## config.mk

```make
export PLATFORM = sky130hd
export DESIGN_NAME = serial_marker_tx_flat
export DESIGN_NICKNAME = d
export VERILOG_FILES = /design/src/rtl/serial_marker_pkg.sv /design/src/rtl/serial_marker_tx_if.sv /design/src/rtl/serial_stuffer.sv /design/src/rtl/serial_marker_tx.sv /design/src/flat_wrapper.sv
export SDC_FILE = /design/constraint.sdc
export NUM_CORES = 1
export LEC_CHECK = 0
export CAP_MARGIN = 5
export CORE_MARGIN = 5
export CORE_UTILIZATION = 30
export CTS_BUF_LIST = sky130_fd_sc_hd__clkbuf_8
export DETAILED_ROUTE_END_ITERATION = 12
export GPL_TIMING_DRIVEN = 0
export PLACE_DENSITY = 0.52
export SYNTH_ARGS = -nofsm -noshare
export SYNTH_HDL_FRONTEND = slang
export SYNTH_SLANG_ARGS = --single-unit
```

## constraint.sdc

```tcl
create_clock -name clk -period 3.9 [get_ports clk]
set_input_delay 0.585 -clock clk [delete_from_list [all_inputs] [get_ports clk]]
set_output_delay 0.585 -clock clk [all_outputs]
set_load 0.03 [all_outputs]
```

## src/rtl/serial_marker_pkg.sv

```systemverilog
// Shared types and defaults for the serial marker transmitter and the "111" detector benches.
package serial_marker_pkg;

    localparam int MARK_LEN_D = 3;
    localparam int GAP_LEN_D  = 1;

    typedef enum logic [2:0] {
        S_IDLE  = 3'd0,
        S_MARK  = 3'd1,
        S_SEP   = 3'd2,
        S_DATA  = 3'd3,
        S_STUFF = 3'd4,
        S_GAP   = 3'd5
    } state_e;

    // Plain-vector encodings for legacy FSM code that keeps state in logic [2:0].
    localparam logic [2:0] ST_IDLE  = S_IDLE;
    localparam logic [2:0] ST_MARK  = S_MARK;
    localparam logic [2:0] ST_SEP   = S_SEP;
    localparam logic [2:0] ST_DATA  = S_DATA;
    localparam logic [2:0] ST_STUFF = S_STUFF;
    localparam logic [2:0] ST_GAP   = S_GAP;

endpackage

```

## src/rtl/serial_marker_tx_if.sv

```systemverilog
// Word-in / serial-out bus of serial_marker_tx; master is the word producer, slave the transmitter.
interface serial_marker_tx_if #(
    parameter int DATA_W = 8
) ();
    logic [DATA_W-1:0] in_data;
    logic              in_valid;
    logic              in_ready;
    logic              x_out;
    logic              tx_busy;
    logic              frame_done;

    modport master (output in_data, in_valid, input in_ready, x_out, tx_busy, frame_done);
    modport slave  (input in_data, in_valid, output in_ready, x_out, tx_busy, frame_done);
endinterface

```

## src/rtl/serial_stuffer.sv

```systemverilog
// Payload run tracker: requests a stuffed zero once MARK_LEN-1 consecutive payload ones are emitted.
module serial_stuffer #(
    parameter int MARK_LEN = 3
) (
    input  logic clk,
    input  logic rst,
    input  logic i_clr,
    input  logic i_shift,
    input  logic i_bit,
    output logic o_bit,
    output logic o_stuff
);
    localparam int              RUN_W    = $clog2(MARK_LEN);
    localparam logic [RUN_W-1:0] RUN_LAST = RUN_W'(MARK_LEN - 2);

    logic [RUN_W-1:0] r_run;

    assign o_bit   = i_bit;
    assign o_stuff = i_bit && (r_run == RUN_LAST);

    // The run restarts on the stuff decision itself, since the stuffed zero follows immediately.
    always_ff @(posedge clk) begin
        if (rst || i_clr)
            r_run <= '0;
        else if (i_shift)
            r_run <= (!i_bit || o_stuff) ? '0 : r_run + 1'b1;
    end
endmodule

```

## src/rtl/serial_marker_tx.sv

```systemverilog
// Marker/zero-stuffed serial frame transmitter; `define SERIAL_MARKER_TX_PARITY_EN appends an even-parity bit.
module serial_marker_tx
    import serial_marker_pkg::*;
#(
    parameter int DATA_W   = 8,
    parameter int MARK_LEN = MARK_LEN_D,
    parameter int GAP_LEN  = GAP_LEN_D
) (
    input  logic               clk,
    input  logic               rst,
    serial_marker_tx_if.slave  bus
);
`ifdef SERIAL_MARKER_TX_PARITY_EN
    localparam int PAY_W = DATA_W + 1;
`else
    localparam int PAY_W = DATA_W;
`endif
    localparam int IDX_W   = $clog2(PAY_W + 1);
    localparam int MCNT_W  = $clog2(MARK_LEN + 1);
    localparam int GAP_W   = $clog2(GAP_LEN + 1);
    localparam bit GAP_ONE = (GAP_LEN == 1);

    logic [2:0]       r_state;
    logic [PAY_W-1:0] r_sr;
    logic [IDX_W-1:0] r_idx;
    logic [MCNT_W-1:0] r_mcnt;
    logic [GAP_W-1:0] r_gcnt;
    logic             r_stuff_pend;
    logic             r_x;
    logic             r_busy;
    logic             r_done;

    logic             w_xfer;
    logic             w_last;
    logic             w_emit;
    logic             w_bit;
    logic             w_stuff;
    logic [PAY_W-1:0] w_word;

`ifdef SERIAL_MARKER_TX_PARITY_EN
    assign w_word = {bus.in_data, ^bus.in_data};
`else
    assign w_word = bus.in_data;
`endif

    assign bus.in_ready   = (r_state == ST_IDLE) && !rst;
    assign bus.x_out      = r_x;
    assign bus.tx_busy    = r_busy;
    assign bus.frame_done = r_done;

    assign w_xfer = bus.in_valid && bus.in_ready;
    assign w_last = (r_idx == IDX_W'(PAY_W));
    // r_state names the symbol currently on the line; w_emit means the next symbol is a payload bit.
    assign w_emit = (r_state == ST_SEP)
                 || ((r_state == ST_DATA) && !r_stuff_pend && !w_last)
                 || ((r_state == ST_STUFF) && !w_last);

    serial_stuffer #(.MARK_LEN(MARK_LEN)) u_stuffer (
        .clk     (clk),
        .rst     (rst),
        .i_clr   (w_xfer),
        .i_shift (w_emit),
        .i_bit   (r_sr[PAY_W-1]),
        .o_bit   (w_bit),
        .o_stuff (w_stuff)
    );

    always_ff @(posedge clk) begin
        if (rst) begin
            r_state      <= ST_IDLE;
            r_sr         <= '0;
            r_idx        <= '0;
            r_mcnt       <= '0;
            r_gcnt       <= '0;
            r_stuff_pend <= 1'b0;
            r_x          <= 1'b0;
            r_busy       <= 1'b0;
            r_done       <= 1'b0;
        end else begin
            r_done <= 1'b0;
            if (w_emit) begin
                r_state      <= ST_DATA;
                r_x          <= w_bit;
                r_sr         <= r_sr << 1;
                r_idx        <= r_idx + 1'b1;
                r_stuff_pend <= w_stuff;
            end else begin
                case (r_state)
                    ST_IDLE: begin
                        if (w_xfer) begin
                            r_state <= ST_MARK;
                            r_sr    <= w_word;
                            r_idx   <= '0;
                            r_mcnt  <= MCNT_W'(1);
                            r_x     <= 1'b1;
                            r_busy  <= 1'b1;
                        end
                    end
                    ST_MARK: begin
                        if (r_mcnt == MCNT_W'(MARK_LEN)) begin
                            r_state <= ST_SEP;
                            r_x     <= 1'b0;
                        end else begin
                            r_mcnt <= r_mcnt + 1'b1;
                        end
                    end
                    ST_DATA, ST_STUFF: begin
                        r_x <= 1'b0;
                        if ((r_state == ST_DATA) && r_stuff_pend) begin
                            r_state      <= ST_STUFF;
                            r_stuff_pend <= 1'b0;
                        end else begin
                            r_state <= ST_GAP;
                            r_gcnt  <= GAP_W'(1);
                            r_done  <= GAP_ONE;
                        end
                    end
                    ST_GAP: begin
                        if (r_gcnt == GAP_W'(GAP_LEN)) begin
                            r_state <= ST_IDLE;
                            r_busy  <= 1'b0;
                        end else begin
                            r_gcnt <= r_gcnt + 1'b1;
                            r_done <= (r_gcnt == GAP_W'(GAP_LEN - 1));
                        end
                    end
                    default: begin
                        r_state <= ST_IDLE;
                        r_x     <= 1'b0;
                        r_busy  <= 1'b0;
                    end
                endcase
            end
        end
    end
endmodule

```

## src/flat_wrapper.sv

```systemverilog
// flat-port wrapper written by rule: the top's interface ports become plain ports
module serial_marker_tx_flat import serial_marker_pkg::*;
#(
    parameter int DATA_W   = 8,
    parameter int MARK_LEN = MARK_LEN_D,
    parameter int GAP_LEN  = GAP_LEN_D
)
  (clk, rst, bus_in_data, bus_in_valid, bus_in_ready, bus_x_out, bus_tx_busy, bus_frame_done);
  serial_marker_tx_if #(.DATA_W(DATA_W)) bus_i ();
  input  logic clk;
  input  logic rst;
  input wire logic [$bits(bus_i.in_data)-1:0] bus_in_data;
  input wire logic [$bits(bus_i.in_valid)-1:0] bus_in_valid;
  output wire logic [$bits(bus_i.in_ready)-1:0] bus_in_ready;
  output wire logic [$bits(bus_i.x_out)-1:0] bus_x_out;
  output wire logic [$bits(bus_i.tx_busy)-1:0] bus_tx_busy;
  output wire logic [$bits(bus_i.frame_done)-1:0] bus_frame_done;
  assign bus_i.in_data = bus_in_data;
  assign bus_i.in_valid = bus_in_valid;
  assign bus_in_ready = bus_i.in_ready;
  assign bus_x_out = bus_i.x_out;
  assign bus_tx_busy = bus_i.tx_busy;
  assign bus_frame_done = bus_i.frame_done;
  serial_marker_tx #(.DATA_W(DATA_W), .MARK_LEN(MARK_LEN), .GAP_LEN(GAP_LEN)) u_core (.clk(clk), .rst(rst), .bus(bus_i));
endmodule
```

Yosys cells after proc, flatten, opt, wreduce, memory -nomap -nowiden
Index checks and enable logic that the tools add are counted.

word-level totals
  logic and storage cells = 101
  register bits = 24
  output and inout port bits = 4

cells by class
  $add $sub $neg = 4
  multiplexer cells = 31
  bitwise gates (word level) = 3
  reduce and logical (&&, ||, !) cells = 34
  equal/unequal tests = 17

operators with widths
  operator                                                                  number
  8-bit 2-to-1 mux                                                          3
  1-bit 2-to-1 mux                                                          12
  4-bit 2-to-1 mux                                                          3
  3-bit one-hot mux with 4 select lines                                     1
  3-bit AND reduction                                                       4
  2-bit nonzero test                                                        6
  3-bit 2-to-1 mux                                                          3
  2-bit 2-to-1 mux                                                          4
  2-bit inequality test (second input constant)                             4
  4-bit AND reduction                                                       2
  1-bit logical AND                                                         7
  3-bit by 2-bit == test with 1-bit output (second input constant)          2
  3-bit == test (second input constant)                                     2
  3-bit by 2-bit inequality test with 1-bit output (second input constant)  2
  1-bit one-hot mux with 3 select lines                                     2
  2-bit AND reduction                                                       3
  2-bit by 1-bit adder with 2-bit output (second input constant)            2
  4-bit by 1-bit adder with 4-bit output (second input constant)            1
  4-bit == test (second input constant)                                     1
  1-bit zero test                                                           4
  1-bit logical OR                                                          4
  2-bit by 1-bit inequality test with 1-bit output (second input constant)  2
  1-bit one-hot mux with 2 select lines                                     2
  2-bit one-hot mux with 2 select lines                                     1
  other kinds (9)                                                           12

Longest topological paths before layout
Gate-level depths: netlist (run 1).

  word-level depth = 7
  mapped depth = 7

By module
Synthesis (run 1) repeated with hierarchy kept, for this count alone.

second synthesis, totals
  cell total of the unflattened synthesis = 152
  area, all modules = 1327.5 µm²

modules (own cells, without submodules)
  module            sequential area each (µm²)  instances  area an instance (µm²)  cells each
  serial_marker_tx  440.4                       1          1201.2                  139
  serial_stuffer    40.0                        1          126.4                   13

Worst setup path after synthesis (run 1)
No wires, ideal clock.

  path type = input port to output port
  from = input port rst
  to = output port bus_in_ready
  data arrival time = 1686 ps
  slack = 1629 ps
  required time = 3315 ps
  stages = 2
  buffers on the path = 1
  cell sequence = clkbuf_1 > nor4_1

on the way
  cells in the longest elaborated chain, start to end = 2

RTL lines
  item               line                    RTL
  start, declared    flat_wrapper.sv:11      input logic rst;
  1-bit zero test    serial_marker_tx.sv:46  assign bus.in_ready = (r_state == ST_IDLE) && !rst;
  1-bit logical AND  serial_marker_tx.sv:46
  end, declared      flat_wrapper.sv:14      output wire logic [$bits(bus_i.in_ready)-1:0] bus_in_ready;

No other way between the ends.

Worst setup path after layout (run 1)
Ends and elaborated chain as after synthesis.

==> results of run 1 <==
-- cell families (layout without fill, tap and decap cells) --
kind of cell,count (synthesis),count (layout),share of synthesized area [%]
flops,24,24,37.9
simple gates,55,55,23.3
mux,4,4,3.16
buf+inv,15,33,5.93
fa+ha+maj,4,4,3.95
compound gates,49,49,25.7
-- worst max-delay path by stage --
| stage | startpoint | endpoint | slack (ns) | cells past startpoint |
|---|---|---|---|---|
| 3_3_place_gp | rst | bus_in_ready | 0.97 | 4 |
| 4_1_cts | rst | bus_in_ready | 1.02 | 4 |
| 6_report | rst | bus_in_ready | 1.02 | 4 |
| 3_5_place_dp | rst | bus_in_ready | 1.02 | 4 |
| 2_1_floorplan | rst | bus_in_ready | 1.63 | 2 |
| 5_1_grt | rst | bus_in_ready | 0.85 | 4 |
-- report_power, final --
part	leakage (nW)	switching, mW	internal, mW
Clock	0.0357	0.0848	0.137
Sequential	0.195	0.0142	0.260
Combinational	0.316	0.0680	0.0501
-- critical path, delay by kind of cell --
family	cells	cell delay (ns)
buffers and inverters	3	1.48
and+or+nand+nor	1	0.22
-- cell usage after synthesis, types with 2 or more instances --
cell type	n	area share (%)
a21oi_1	12	4.7
a22oi_1	7	4.2
a31oi_1	8	4.0
buf_2	3	1.2
buf_4	2	1.2
clkbuf_1	3	0.89
dfxtp_1	24	38
ha_1	4	4.0
inv_1	6	1.8
mux2i_1	4	3.2
nand2_1	18	5.3
nand2b_1	2	0.99
nand3_1	10	4.0
nand3b_1	2	1.2
nand4_1	2	0.99
nor2_1	4	1.2
nor2b_1	2	0.99
nor3_1	5	2.0
nor3_2	2	1.6
nor4_1	2	0.99
o211ai_1	5	3.0
o21ai_0	2	0.79
o21ai_1	5	2.0
o22ai_1	2	0.99
-- area by class of cell --
cell class / instances / share of cell area [%]
plain buffers: 9 / 3.41
clock buffers: 3 / 2.68
clock inverters: 1 / 1.95
inverters: 6 / 1.46
multi-input cells: 112 / 46.1
flip-flops and latches: 24 / 31.2
well taps: 50 / 4.06
repair buffers: 14 / 9.10
-- layout by cell type, fill, tap and decap left out, types with 2 or more instances in the layout --
| cell | instances |
|---|---|
| dfxtp_1 | 24 |
| nand2_1 | 18 |
| clkdlybuf4s50_1 | 14 |
| a21oi_1 | 12 |
| nand3_1 | 10 |
| a31oi_1 | 8 |
| a22oi_1 | 7 |
| inv_1 | 6 |
| o211ai_1 | 5 |
| o21ai_1 | 5 |
| nor3_1 | 5 |
| mux2i_1 | 4 |
| nor2_1 | 4 |
| ha_1 | 4 |
| buf_2 | 3 |
| clkbuf_1 | 3 |
| clkbuf_8 | 3 |
| buf_4 | 2 |
| nor4_1 | 2 |
| nand3b_1 | 2 |
| o22ai_1 | 2 |
| nor3_2 | 2 |
| nand4_1 | 2 |
| nand2b_1 | 2 |
| nor2b_1 | 2 |
| o21ai_0 | 2 |
-- registers in the layout (all words and copies together) (netlist names), 2 cells and up --
signal,count
u_core.r_mcnt,2
u_core.u_stuffer.r_run,2
u_core.r_state,3
u_core.r_sr,8
u_core.r_idx,4
-- per-layer routing --
layer  wire length [um]  share of wire, %  vias to the layer above
li1                   -                 -                      600
met1               1420                46                      574
met2               1360                44                       49
met3                270               8.8                        4
met4                 33               1.1                        0
met5                  0                 0                        -
==> qor.txt, run 1 <==
Syn Area/Cell -> 8.39 um^2
DP Cell Count -> 215
synth warn -> 0
R2R depth -> 7
syn nets -> 166
Cells after Synth -> 151
Vias/cell -> 5.60
port buffer count -> 14
FF+latch count, synth -> 24
clk sink count -> 24
final global-route overflow total -> 0
Post-synth EDFFs -> 0
FF-to-FF Start -> u_core.r_idx[0]
core area -> 0.00406 mm^2
worst-path cell chain -> clkdlybuf4s50_1 -> clkbuf_1 -> nor4_1 -> clkdlybuf4s50_1
TNS Setup -> 0 ns
number of global-route vias before repair -> 1114
worst hold path type -> reg2reg
Main synth FF type -> dfxtp_1
final wirelength -> 3080 um
hold_buf cts -> 0
critical path class -> in2out
maximum vdd drop -> 0.223 mV
placed cell areas -> 0.00147 mm^2
CP arrival -> 2.29 ns
worst-skew pair later-pin latency -> 0.27 ns
final hold slack -> 0.479 ns
global-route wire length before repair -> 5170 um
utilization of the core after routing -> 38.0%
CTS resizes -> 0
largest net degree at the start of global routing -> 15
Std-Cell Rows -> 23
maximum fanout along the worst path -> 10
detailed-route DRC error count -> 0
met2 usage -> 17.7%
outcome -> completed
Pwr per Cell Area -> 399 mW/mm^2
highest clock rate -> 347 MHz
final hold vios -> 0
First-pass DRT Iterations -> 6
Slew Viols, Final -> 0
die area -> 0.00562 mm^2
clock buffer depth -> 2
Worst Clk Skew -> 0.00361 ns
Finished Cell Area -> 0.00154 mm^2
via count -> 1227
n_diodes -> 0
hold path endpoint -> u_core.u_stuffer.r_run[1]
GR Util met1 -> 16.6%
Clock Pin Slew Worst Setup and Hold Paths -> 0.09 ns
CTS root buf -> clkbuf_8
hold path start -> u_core.u_stuffer.r_run[1]
CP dominant cell by count -> clkdlybuf4s50_1
Setup crit start kind -> input port
initial antenna violation count -> 0
GP Congestion -> 0.792
footprint of the multi-input gates -> 711 um^2
unrepaired setup endpoints after global routing -> no
Total GRT Usage -> 11.7%
setup violators final -> 0
WP data required -> 3.31 ns
Nets -> 185
Design Power -> 614 uW
htree depth -> 1
layout cell share with drive strength beyond 1 -> 10.7%
Setup WS pre-CTS -> 1.02 ns
area grow syn2layout -> 21.6%
CP peak stage delay -> 0.72 ns
Most Crowded Layer GR -> met2
period utilisation layout -> 73.8%
Critical Path Sink Type -> output port
Final ANT Viol Nets -> 0
post-CTS setup buffers -> 0
met3 Track Usage GR -> 3.47%
Layout fillers -> 403
Netlist cell types -> 39
post-route worst setup slack -> 1.02 ns
Max Cap Violations -> 0
starting density of the core -> 31.2%
fin crit period -> 2.88 ns
leakage -> 0.547 nW
Slew @ Worst Pin -> 0.509 ns
Top Ports -> 15
hold path cells -> 2
Cell Area, Synth -> 0.00127 mm^2
Die Span Y -> 75.0 um
CTS tree -> done
iteration-0 DRC count of the detailed router -> 163
wire per inst -> 14.1 um
DIE WIDTH -> 75.0 um
setup slack, reg-to-reg -> 2.24 ns
Non-Filler Instances -> 219
Async SR Flop Fraction -> 0%
Seq. cell area -> 480 um^2
sequential area share after synthesis -> 37.9%
Worst slew margin -> 66.1%
worst reg2reg path endpoint -> u_core.r_sr[7]
cts bufs inserted -> 3
CP max-delay cell -> clkdlybuf4s50_1
Post-DP HPWL -> 2300 um
(Power assumes the default switching activity.)
==> run 2, diff against run 1 <==
--- a/config.mk
+++ b/config.mk
@@ -11,7 +11,7 @@
 export CTS_BUF_LIST = sky130_fd_sc_hd__clkbuf_8
 export DETAILED_ROUTE_END_ITERATION = 12
 export GPL_TIMING_DRIVEN = 0
-export PLACE_DENSITY = 0.52
+export PLACE_DENSITY = 0.54
 export SYNTH_ARGS = -nofsm -noshare
 export SYNTH_HDL_FRONTEND = slang
 export SYNTH_SLANG_ARGS = --single-unit
==> constraint.sdc (replaced) <==
create_clock -name clk -period 2.6 [get_ports clk]
set_input_delay 0.39 -clock clk [delete_from_list [all_inputs] [get_ports clk]]
set_output_delay 0.39 -clock clk [all_outputs]
set_load 0.03 [all_outputs]
==> run 2 against run 1 <==
Final area fell by 1.8%. Total power rose by 32%. Die area did not move. Critical path depth did not move. Count of clock-buffer cells in the layout did not move. Critical endpoint unchanged. Largest power group unchanged.
==> qor.txt, run 2 (synthesis results as in run 1) <==
outcome -> completed
CTS tree -> done
commonest cells after routing, fill and taps aside -> dfxtp_1, nand2_1, clkdlybuf4s50_1
critical path class -> in2out
DIE WIDTH -> 75.0 um
footprint of the multi-input gates -> 711 um^2
highest clock rate -> 469 MHz
clk sink count -> 24
final hold slack -> 0.480 ns
CP arrival -> 1.74 ns
Int Power -> 568 uW
Total GRT Usage -> 12.5%
First-pass DRT Iterations -> 4
Vias/cell -> 5.56
Die Span Y -> 75.0 um
Largest regs -> u_core.r_sr (8), u_core.r_idx (4), u_core.r_state (3)
maximum vdd drop -> 0.267 mV
Final ANT Viol Nets -> 0
Reg power frac -> 50.6%
layout cell share with drive strength beyond 1 -> 10.1%
Largest Register -> u_core.r_sr
core area -> 0.00406 mm^2
commonest non-fill, non-tap cell in the layout -> dfxtp_1
power share of the combinational group -> 22.1%
Nets -> 185
worst hold path type -> reg2reg
final wirelength -> 3190 um
iteration-0 DRC count of the detailed router -> 133
Layout fillers -> 413
final hold vios -> 0
Slew Viols, Final -> 0
Worst slew margin -> 67.2%
cts bufs inserted -> 3
final global-route overflow total -> 0
wire per inst -> 14.6 um
htree depth -> 1
Top Ports -> 15
starting density of the core -> 31.2%
via count -> 1211
clock buffer depth -> 2
sw frac -> 29.8%
port buffer count -> 14
Worst Clk Skew -> 0.00427 ns
worst-skew pair later-pin latency -> 0.26 ns
period utilisation layout -> 82.1%
global-route wire length before repair -> 5450 um
n_diodes -> 0
number of global-route vias before repair -> 1172
post-CTS setup buffers -> 0
largest net degree at the start of global routing -> 13
CTS resizes -> 0
TNS Setup -> 0 ns
WP data required -> 2.21 ns
leakage -> 0.545 nW
Slew @ Worst Pin -> 0.492 ns
Setup crit start kind -> input port
GP Congestion -> 0.788
Net Switching -> 241 uW
area grow syn2layout -> 19.5%
die area -> 0.00562 mm^2
Clock Power Share -> 27.3%
initial antenna violation count -> 0
Std-Cell Rows -> 23
detailed-route DRC error count -> 0
fin crit period -> 2.13 ns
unrepaired setup endpoints after global routing -> no
Post-DP HPWL -> 2360 um
hold_buf cts -> 0
maximum fanout along the worst path -> 10
Seq. cell area -> 480 um^2
max FFs per register -> 8
Design Power -> 809 uW
setup violators final -> 0
Pwr per Cell Area -> 535 mW/mm^2
Max Cap Violations -> 0
Critical Path Sink Type -> output port
CTS root buf -> clkbuf_8
Clock Pin Slew Worst Setup and Hold Paths -> 0.08 ns
## run 2: cell type report
class	count	share of cell area, %
flip-flops and latches	24	31.8
multi-input cells	112	47.0
repair buffers	14	9.43
well taps	50	4.14
inverters	6	1.49
clock buffers	3	2.73
plain buffers	9	3.47
## run 2: layer usage
| metal | vias up | part of all wire (%) | GRT usage (%) |
|---|---|---|---|
| met1 | 578 | 45 | 15.8 |
| met5 | - | 0 | 0 |
| met3 | 6 | 5.4 | 2.94 |
| li1 | 597 | - | - |
| met2 | 30 | 48 | 21.0 |
| met4 | 0 | 1.7 | 3.95 |
## run 2: per-stage QoR
step | worst slack [ns] | instances | area (um^2) | utilization [%]
after detailed placement | 0.0749 | 215 | 1470 | 36.2
after CTS | 0.0682 | 218 | 1510 | 37.2
final | 0.467 | 218 | 1510 | 37.3
after floorplan | 0.681 | 151 | 1270 | -
after global placement | 0.0840 | 215 | 1470 | 36.2
after global routing | 0.355 | 218 | 1510 | 37.3
## run 2: power by group through the flow
stage	Combinational [mW]	Sequential, mW	Clock [mW]
2_1_floorplan	0.114	0.421	0
3_3_place_gp	0.176	0.417	0
3_5_place_dp	0.178	0.418	0
4_1_cts	0.179	0.409	0.233
5_1_grt	0.199	0.413	0.243
6_report	0.179	0.409	0.221
## run 2: worst max-delay path: stages
cell	delay, ns
clkdlybuf4s50_1	0.58
clkbuf_1	0.43
nor4_1	0.08
dlymetal6s2s_1	0.26
## run 2: worst paths after layout
kind,slack [ns],from,cells past startpoint,endpoint
max,0.47,rst,4,bus_in_ready
min,0.48,u_core.u_stuffer.r_run[1],2,u_core.u_stuffer.r_run[1]
max reg2reg,0.91,u_core.r_idx[0],7,u_core.r_sr[5]
min reg2reg,0.48,u_core.u_stuffer.r_run[1],2,u_core.u_stuffer.r_run[1]
==> run 3, diff against run 2 <==
--- a/config.mk
+++ b/config.mk
@@ -11,7 +11,7 @@
 export CTS_BUF_LIST = sky130_fd_sc_hd__clkbuf_8
 export DETAILED_ROUTE_END_ITERATION = 12
 export GPL_TIMING_DRIVEN = 0
-export PLACE_DENSITY = 0.54
+export PLACE_DENSITY = 0.52
 export SYNTH_ARGS = -nofsm -noshare
 export SYNTH_HDL_FRONTEND = slang
 export SYNTH_SLANG_ARGS = --single-unit
==> constraint.sdc (replaced) <==
create_clock -name clk -period 2 [get_ports clk]
set_input_delay 0.3 -clock clk [delete_from_list [all_inputs] [get_ports clk]]
set_output_delay 0.3 -clock clk [all_outputs]
set_load 0.03 [all_outputs]
==> run 3 against run 2 <==
Sequential power increased by 31%. Non-clock buffer count did not move. Sequential share of layout area down 0.49 points. Final cell count grew 0.46%. Hold slack worse by 0.00097 ns. Via count up 2.1%. Register-to-register slack got worse by 0.57 ns. Setup slack got worse by 0.24 ns. Global-route usage down 0.75 points. Largest cell class unchanged.
==> qor.txt, run 3 (synthesis results as in run 1) <==
maximum vdd drop -> 0.435 mV
outcome -> completed
worst-skew pair later-pin latency -> 0.27 ns
detailed-route DRC error count -> 0
Setup WS pre-CTS -> -0.310 ns
WP data required -> 1.70 ns
Finished Cell Area -> 0.00154 mm^2
Max Cap Violations -> 0
leakage -> 0.550 nW
Design Power -> 1.20 mW
setup violators final -> 0
clock buffer depth -> 2
placed cell areas -> 0.00147 mm^2
footprint of the multi-input gates -> 711 um^2
Layout fillers -> 405
initial antenna violation count -> 0
CP max-delay cell -> clkdlybuf4s50_1
Largest Register -> u_core.r_sr
CP delay by family, top -> buffers and inverters
Std-Cell Rows -> 23
CTS tree -> done
hold path start -> u_core.u_stuffer.r_run[1]
global-route wire length before repair -> 5170 um
worst reg2reg path endpoint -> u_core.r_sr[6]
Final ANT Viol Nets -> 0
DP Cell Count -> 215
cts bufs inserted -> 3
final global-route overflow total -> 0
Largest regs -> u_core.r_sr (8), u_core.r_idx (4), u_core.r_state (3)
Critical Path Stages -> 4
Crit path buffers/inverters -> 3
commonest cells after routing, fill and taps aside -> dfxtp_1, nand2_1, clkdlybuf4s50_1
Top Ports -> 15
max FFs per register -> 8
Total GRT Usage -> 11.7%
Slew Viols, Final -> 0
hold path endpoint -> u_core.u_stuffer.r_run[1]
core area -> 0.00406 mm^2
final wirelength -> 3090 um
Worst slew margin -> 66.4%
Slew @ Worst Pin -> 0.505 ns
highest clock rate -> 562 MHz
CP arrival -> 1.48 ns
largest net degree at the start of global routing -> 15
period utilisation layout -> 88.9%
starting density of the core -> 31.2%
Die Span Y -> 75.0 um
Critical Path Sink Type -> output port
CP Launch Point -> rst
CTS root buf -> clkbuf_8
Worst Clk Skew -> 0.00280 ns
number of global-route vias before repair -> 1114
wire per inst -> 14.1 um
n_diodes -> 0
Non-Filler Instances -> 219
layout cell share with drive strength beyond 1 -> 11.8%
iteration-0 DRC count of the detailed router -> 143
fin crit period -> 1.78 ns
maximum fanout along the worst path -> 10
Vias/cell -> 5.64
First-pass DRT Iterations -> 5
FF-to-FF Start -> u_core.r_idx[0]
commonest non-fill, non-tap cell in the layout -> dfxtp_1
DIE WIDTH -> 75.0 um
htree depth -> 1
R2R depth -> 7
final hold vios -> 0
Nets -> 185
Pwr per Cell Area -> 779 mW/mm^2
final hold slack -> 0.479 ns
Setup crit start kind -> input port
via count -> 1236
hold path cells -> 2
CP peak stage delay -> 0.49 ns
worst hold path type -> reg2reg
Clock Pin Slew Worst Setup and Hold Paths -> 0.09 ns
post-route worst setup slack -> 0.222 ns
setup slack, reg-to-reg -> 0.34 ns
area grow syn2layout -> 21.3%
port buffer count -> 14
CP dominant cell by count -> clkbuf_2
Post-DP HPWL -> 2300 um
unrepaired setup endpoints after global routing -> no
worst-path cell chain -> clkdlybuf4s50_1 -> clkbuf_2 -> nor4_1 -> clkbuf_2
critical path class -> in2out
Seq. cell area -> 480 um^2
die area -> 0.00562 mm^2
clk sink count -> 24
GP Congestion -> 0.792
-- run 3: changes by cell type in the layout (fill, tap and decap cells not counted) --
cell	previous run	this run
clkbuf_2	0	2
dlymetal6s2s_1	1	0
bufinv_16	0	1
clkbuf_1	3	2
-- run 3: how the worst max path moves through the flow --
stage,slack (ns),end
4_1_cts,0.05,bus_in_ready
3_5_place_dp,-0.31,bus_in_ready
5_1_grt,0.08,bus_in_ready
3_3_place_gp,-0.36,bus_in_ready
2_1_floorplan,0.17,bus_in_ready
6_report,0.22,bus_in_ready
-- run 3: where the power goes --
group	internal, mW	switching, mW
Combinational	0.0954	0.132
Clock	0.268	0.166
Sequential	0.507	0.0280
-- run 3: layout make-up --
cell class                 count  area share [%]
clock inverter                 1            1.95
clock buffer                   3            2.69
tap                           50            4.07
sequential                    24            31.3
timing repair buffer          14            8.79
multi-input combinational    112            46.3
inverter                       6            1.47
buffer                         9            3.50
-- run 3: worst reg2reg max path, delay by kind of cell (launching register included) --
kind	cells	cell delay (ns)
DFF	1	0.38
and+or+nand+nor	3	0.51
AOI/OAI and AO/OA	1	0.17
buffers and inverters	2	0.30
adders and majority gates	1	0.23
-- run 3: repair_timing --
action,CTS,global route
gates cloned,0,0
hold buffers,0,0
gates resized for setup,2,3
endpoints found under the setup margin,1,1
buffers inserted,0,0
-- run 3: stage by stage --
step | util (%) | setup TNS [ns]
floorplan | - | 0
global placement | 36.2 | -0.355
detailed placement | 36.2 | -0.310
CTS | 38.0 | 0
global route | 37.9 | 0
finish | 37.9 | 0
-- run 3: layer usage --
layer | part of all wire [%] | GRT usage (%)
met3 | 8.6 | 3.47
met2 | 43 | 17.7
met4 | 1.7 | 2.57
met5 | 0 | 0
met1 | 46 | 16.6
==> RTL edit 1 (settings of run 3) <==
Change the package constant `MARK_LEN_D` from 3 to 2.
--- a/src/rtl/serial_marker_pkg.sv
+++ b/src/rtl/serial_marker_pkg.sv
@@ -2,5 +2,5 @@
 package serial_marker_pkg;
 
-    localparam int MARK_LEN_D = 3;
+    localparam int MARK_LEN_D = 2;
     localparam int GAP_LEN_D  = 1;
 
Behaviour: not the same (Yosys sat finds a counterexample within 4 cycles, from zero or initial values and one cycle with rst high).
==> RTL edit 1 against run 3 <==
  * Setup slack got worse by 0.10 ns
  * Synthesized cell count shrank 7.3%
  * Wire length decreased by 5.6%
  * Largest cell class unchanged
  * Fmax decreased by 5.3%
  * Critical path type is now flop to output port
  * Sequential cell count shrank 1
  * Critical endpoint unchanged
  * Synthesized area fell by 4.4%
  * Final area shrank 5.9%
Power is not compared: it rests on default switching activity, and its combinational part moved more than twofold at a synthesized area within 25%.
==> RTL edit 1: results (changes against run 3) <==
| Metric | Value |
|---|---|
| Outcome | finished, final reports clean (unchanged) |
| Post-Route WL | 2920 um (was 3090 um) |
| Post-synthesis mux area share | 0.0331 (was 0.0316) |
| Initial DRC count | 18 (was 143) |
| Die area | 5400 um^2 (was 5620 um^2) |
| Post-synth top cells | 23 x dfxtp_1, 14 x a21oi_1, 11 x nand2_1 (was 24 x dfxtp_1, 18 x nand2_1, 12 x a21oi_1) |
| Primary FF master, synth | dfxtp_1 (unchanged) |
| Initial antenna violation count | 0 (unchanged) |
| Diodes inserted | 0 (unchanged) |
| Layout fillers | 407 (was 405) |
| First-pass GRT wire length | 5080 um (was 5170 um) |
| Compound-Gate Fraction of Synth Area | 0.244 (was 0.257) |
| Multi-input gate count | 103 (was 112) |
| Worst skew pair latency | 0.27 ns (about the same) |
| Post-CTS Setup Inserts | 0 (unchanged) |
| Int Power | 0.00103 W |
| Util after Layout | 0.367 (was 0.379) |
| Share of cells above drive strength 1 | 0.127 (was 0.118) |
| Port buffer count | 13 (was 14) |
| Multi-input combinational area share | 0.474 (was 0.463) |
| Gr usage total | 0.119 (was 0.117) |
| Hold Path Class | input port to flop (was flop to flop) |
| Nets@finish | 172 (was 185) |
| Sequential cells | 23 (was 24) |
| Sequential cell area share | 0.318 (was 0.313) |
| Vias in the first global route | 1116 (was 1114) |
| DR vias/cell | 5.38 (was 5.64) |
| Resize count post-CTS | 1 (was 2) |
| Detailed Place HPWL | 2140 um (was 2300 um) |
| Fin cells | 207 (was 219) |
| Buffer share of cell area | 0.125 (was 0.123) |
| Largest net degree at the start of global routing | 13 (was 15) |
| Synthesized net count | 154 (was 166) |
| Register area share after synthesis | 0.381 (was 0.379) |
| Nonclk inv count | 3 (was 6) |
| Non-CTS buffers | 24 (was 23) |
| Clock network area share | 0.0311 (was 0.0464) |
| RD Place Congestion | 0.760 (was 0.792) |
| Crit. Startpoint | u_core.r_state[0] (was rst) |
| Placed Area | 1400 um^2 (was 1470 um^2) |
| Synth Area in Adders | 0.0310 (was 0.0395) |
| Slew Limit Headroom | 0.642 (was 0.664) |
| Mean post-synth cell area | 8.64 um^2 (was 8.39 um^2) |
| Total Power | 0.00178 W |
| Slowest stage delay, CP | 0.43 ns (was 0.49 ns) |
| Placed cells | 203 (was 215) |
| Clock skew | 0.00158 ns (was 0.00280 ns) |
| DP Worst Slack | -0.0194 ns (was -0.310 ns) |
| Crit-path slowest cell | dlygate4sd2_1 (was clkdlybuf4s50_1) |
| TritonRoute pass-1 iters | 4 (was 5) |
| VDD IR max | 0.383 mV |
| Top cells by area, synth | dfxtp_1 38%, a21oi_1 5.8%, buf_2 3.7% (was dfxtp_1 38%, nand2_1 5.3%, a21oi_1 4.7%) |
| Min-delay src | rst (was u_core.u_stuffer.r_run[1]) |
## RTL edit 1: changes by cell type after synthesis, moves of 3 or more
cell / change
o211ai_1: -5
nand2_1: -7
o21ai_0: +6
a31oi_1: -6
inv_1: -3
a22oi_1: -6
a311oi_1: +5
buf_2: +6
o21ai_1: -5
## RTL edit 1: path summary, 6_finish.rpt
kind / endpoint / slack, ns / depth (start not counted)
worst min-delay path: u_core.r_state[2] / 0.34 / 2
worst min register to register: u_core.u_stuffer.r_run / 0.45 / 2
worst max-delay path: bus_in_ready / 0.12 / 3
worst max register to register: u_core.r_sr[7] / 0.17 / 7
## RTL edit 1: metal layers
| layer | part of all wire | GRT usage | vias up | routed length (um) |
|---|---|---|---|---|
| li1 | - | - | 557 | - |
| met4 | 0.023 | 0.0463 | 0 | 68 |
| met1 | 0.49 | 0.159 | 524 | 1430 |
| met3 | 0.038 | 0.0219 | 9 | 112 |
| met5 | 0 | 0 | - | 0 |
| met2 | 0.45 | 0.189 | 23 | 1310 |
==> RTL edit 2 (config.mk and constraints of run 3) <==
Made on the original files. Compare `r_idx` against `IDX_W'(PAY_W)` with >= in place of ==.
--- a/src/rtl/serial_marker_tx.sv
+++ b/src/rtl/serial_marker_tx.sv
@@ -50,5 +50,5 @@
 
     assign w_xfer = bus.in_valid && bus.in_ready;
-    assign w_last = (r_idx == IDX_W'(PAY_W));
+    assign w_last = (r_idx >= IDX_W'(PAY_W));
     // r_state names the symbol currently on the line; w_emit means the next symbol is a payload bit.
     assign w_emit = (r_state == ST_SEP)
Function: no difference found for any inputs over 10 cycles, from zero or initial values and one cycle with rst high; that may be too few to reach the edited logic, so the function may still have changed.
==> RTL edit 2 against run 3 <==
  * First-iteration DRC count is 70% lower
  * Final area shrank 2.9%
  * Sequential cell count is the same
  * Synthesized area shrank 2.4%
  * Setup slack worse by 0.15 ns
  * Wire length shrank 6.7%
  * Cell count down 5.9%
  * Clock skew down 0.0015 ns
  * Largest cell class unchanged
Power is not compared: it rests on default switching activity, and its combinational part moved more than twofold at a synthesized area within 25%.
==> RTL edit 2: results (changes against run 3) <==
| Metric | Value |
|---|---|
| DP Worst Slack | -0.351 ns (was -0.310 ns) |
| Unique masters post-synth | 37 (was 39) |
| Nets@finish | 172 (was 185) |
| TritonRoute pass-1 iters | 4 (was 5) |
| Register area share after synthesis | 0.389 (was 0.379) |
| Worst-margin pin slew | 0.490 ns (was 0.505 ns) |
| Top cells by area, synth | dfxtp_1 39%, mux2i_1 6.5%, a211oi_1 5.5% (was dfxtp_1 38%, nand2_1 5.3%, a21oi_1 4.7%) |
| Mean post-synth cell area | 8.89 um^2 (was 8.39 um^2) |
| Vias in the first global route | 1066 (was 1114) |
| Hold Path Class | flop to flop (unchanged) |
| Post-synth top cells | 24 x dfxtp_1, 12 x nor2_1, 10 x a21oi_1 (was 24 x dfxtp_1, 18 x nand2_1, 12 x a21oi_1) |
| Share of cells above drive strength 1 | 0.135 (was 0.118) |
| Primary FF master, synth | dfxtp_1 (unchanged) |
| Largest net degree at the start of global routing | 14 (was 15) |
| First-pass GRT wire length | 4860 um (was 5170 um) |
| Gr usage total | 0.117 (about the same) |
| Arrival @ worst endpoint | 1.62 ns (was 1.48 ns) |
| Yosys top cell area share | 0.389 (was 0.379) |
| Detailed Place HPWL | 2120 um (was 2300 um) |
| Fin cells | 206 (was 219) |
| RD Place Congestion | 0.826 (was 0.792) |
| CTS buffer count | 3 (unchanged) |
| Placed Area | 1440 um^2 (was 1470 um^2) |
| Clock skew | 0.00131 ns (was 0.00280 ns) |
| Synthesized net count | 154 (was 166) |
| Placed cells | 203 (was 215) |
| Avg WL per Cell | 14.0 um (was 14.1 um) |
| DR vias/cell | 5.29 (was 5.64) |
| Outcome | finished, final reports clean (unchanged) |
RTL edit 2: cells by family after synthesis:
family / after synthesis / synth area share
adders and majority gates: 4 / 0.0405
DFF: 24 / 0.389
buffers and inverters: 14 / 0.0516
xor gates and xnor gates: 1 / 0.00709
AOI/OAI and AO/OA: 32 / 0.173
and+or+nand+nor: 54 / 0.256
muxes: 10 / 0.0830
RTL edit 2: through the flow:
step / total power [W] / utilization / hold WS (ns)
4_1_cts: 0.00177 / 0.374 / 0.479
3_3_place_gp: 0.00141 / 0.360 / 0.440
3_5_place_dp: 0.00144 / 0.360 / 0.467
6_report: 0.00176 / 0.373 / 0.472
5_1_grt: 0.00190 / 0.373 / 0.522
2_1_floorplan: 0.00123 / - / 0.378
RTL edit 2: worst max-delay path, cell delays in order:
cell	delay, ns
clkdlybuf4s50_1	0.52
buf_2	0.25
nor4_1	0.21
clkdlybuf4s15_2	0.34
RTL edit 2: repair_timing:
action | 4_1_cts | 5_1_grt
endpoints found under the setup margin | 1 | 1
resized for setup | 5 | 1
hold buffers | 0 | 0
RTL edit 2: worst paths after layout:
| kind | slack (ns) | end | depth (start not counted) | from |
|---|---|---|---|---|
| max | 0.08 | bus_in_ready | 4 | rst |
| min | 0.47 | u_core.u_stuffer.r_run[1] | 2 | u_core.u_stuffer.r_run[1] |
| max reg2reg | 0.24 | u_core.u_stuffer.r_run[0] | 6 | u_core.r_state[0] |
| min reg2reg | 0.47 | u_core.u_stuffer.r_run[1] | 2 | u_core.u_stuffer.r_run[1] |
RTL edit 2: cell type report:
type	count	area (um^2)
buffer	9	46.3
clock buffer	4	55.1
fill	405	2510
inverter	4	15.0
multi-input combinational	101	692
sequential	24	480
tap	50	62.6
timing repair buffer	14	141
RTL edit 2: where the power goes:
part           total [W]  leakage, nW  switching [W]  internal, W
logic           0.000777        0.358       0.000452     0.000325
clock network   0.000342       0.0288       0.000166     0.000176
registers       0.000641        0.196      0.0000688     0.000572
total            0.00176        0.582       0.000686      0.00107
RTL edit 2: layer usage:
layer,vias to the layer above,global-route usage,wire [um]
met2,31,0.180,1410
li1,538,-,-
met1,516,0.149,1310
met5,-,0,0
met4,0,0.0765,57
met3,4,0.0203,107
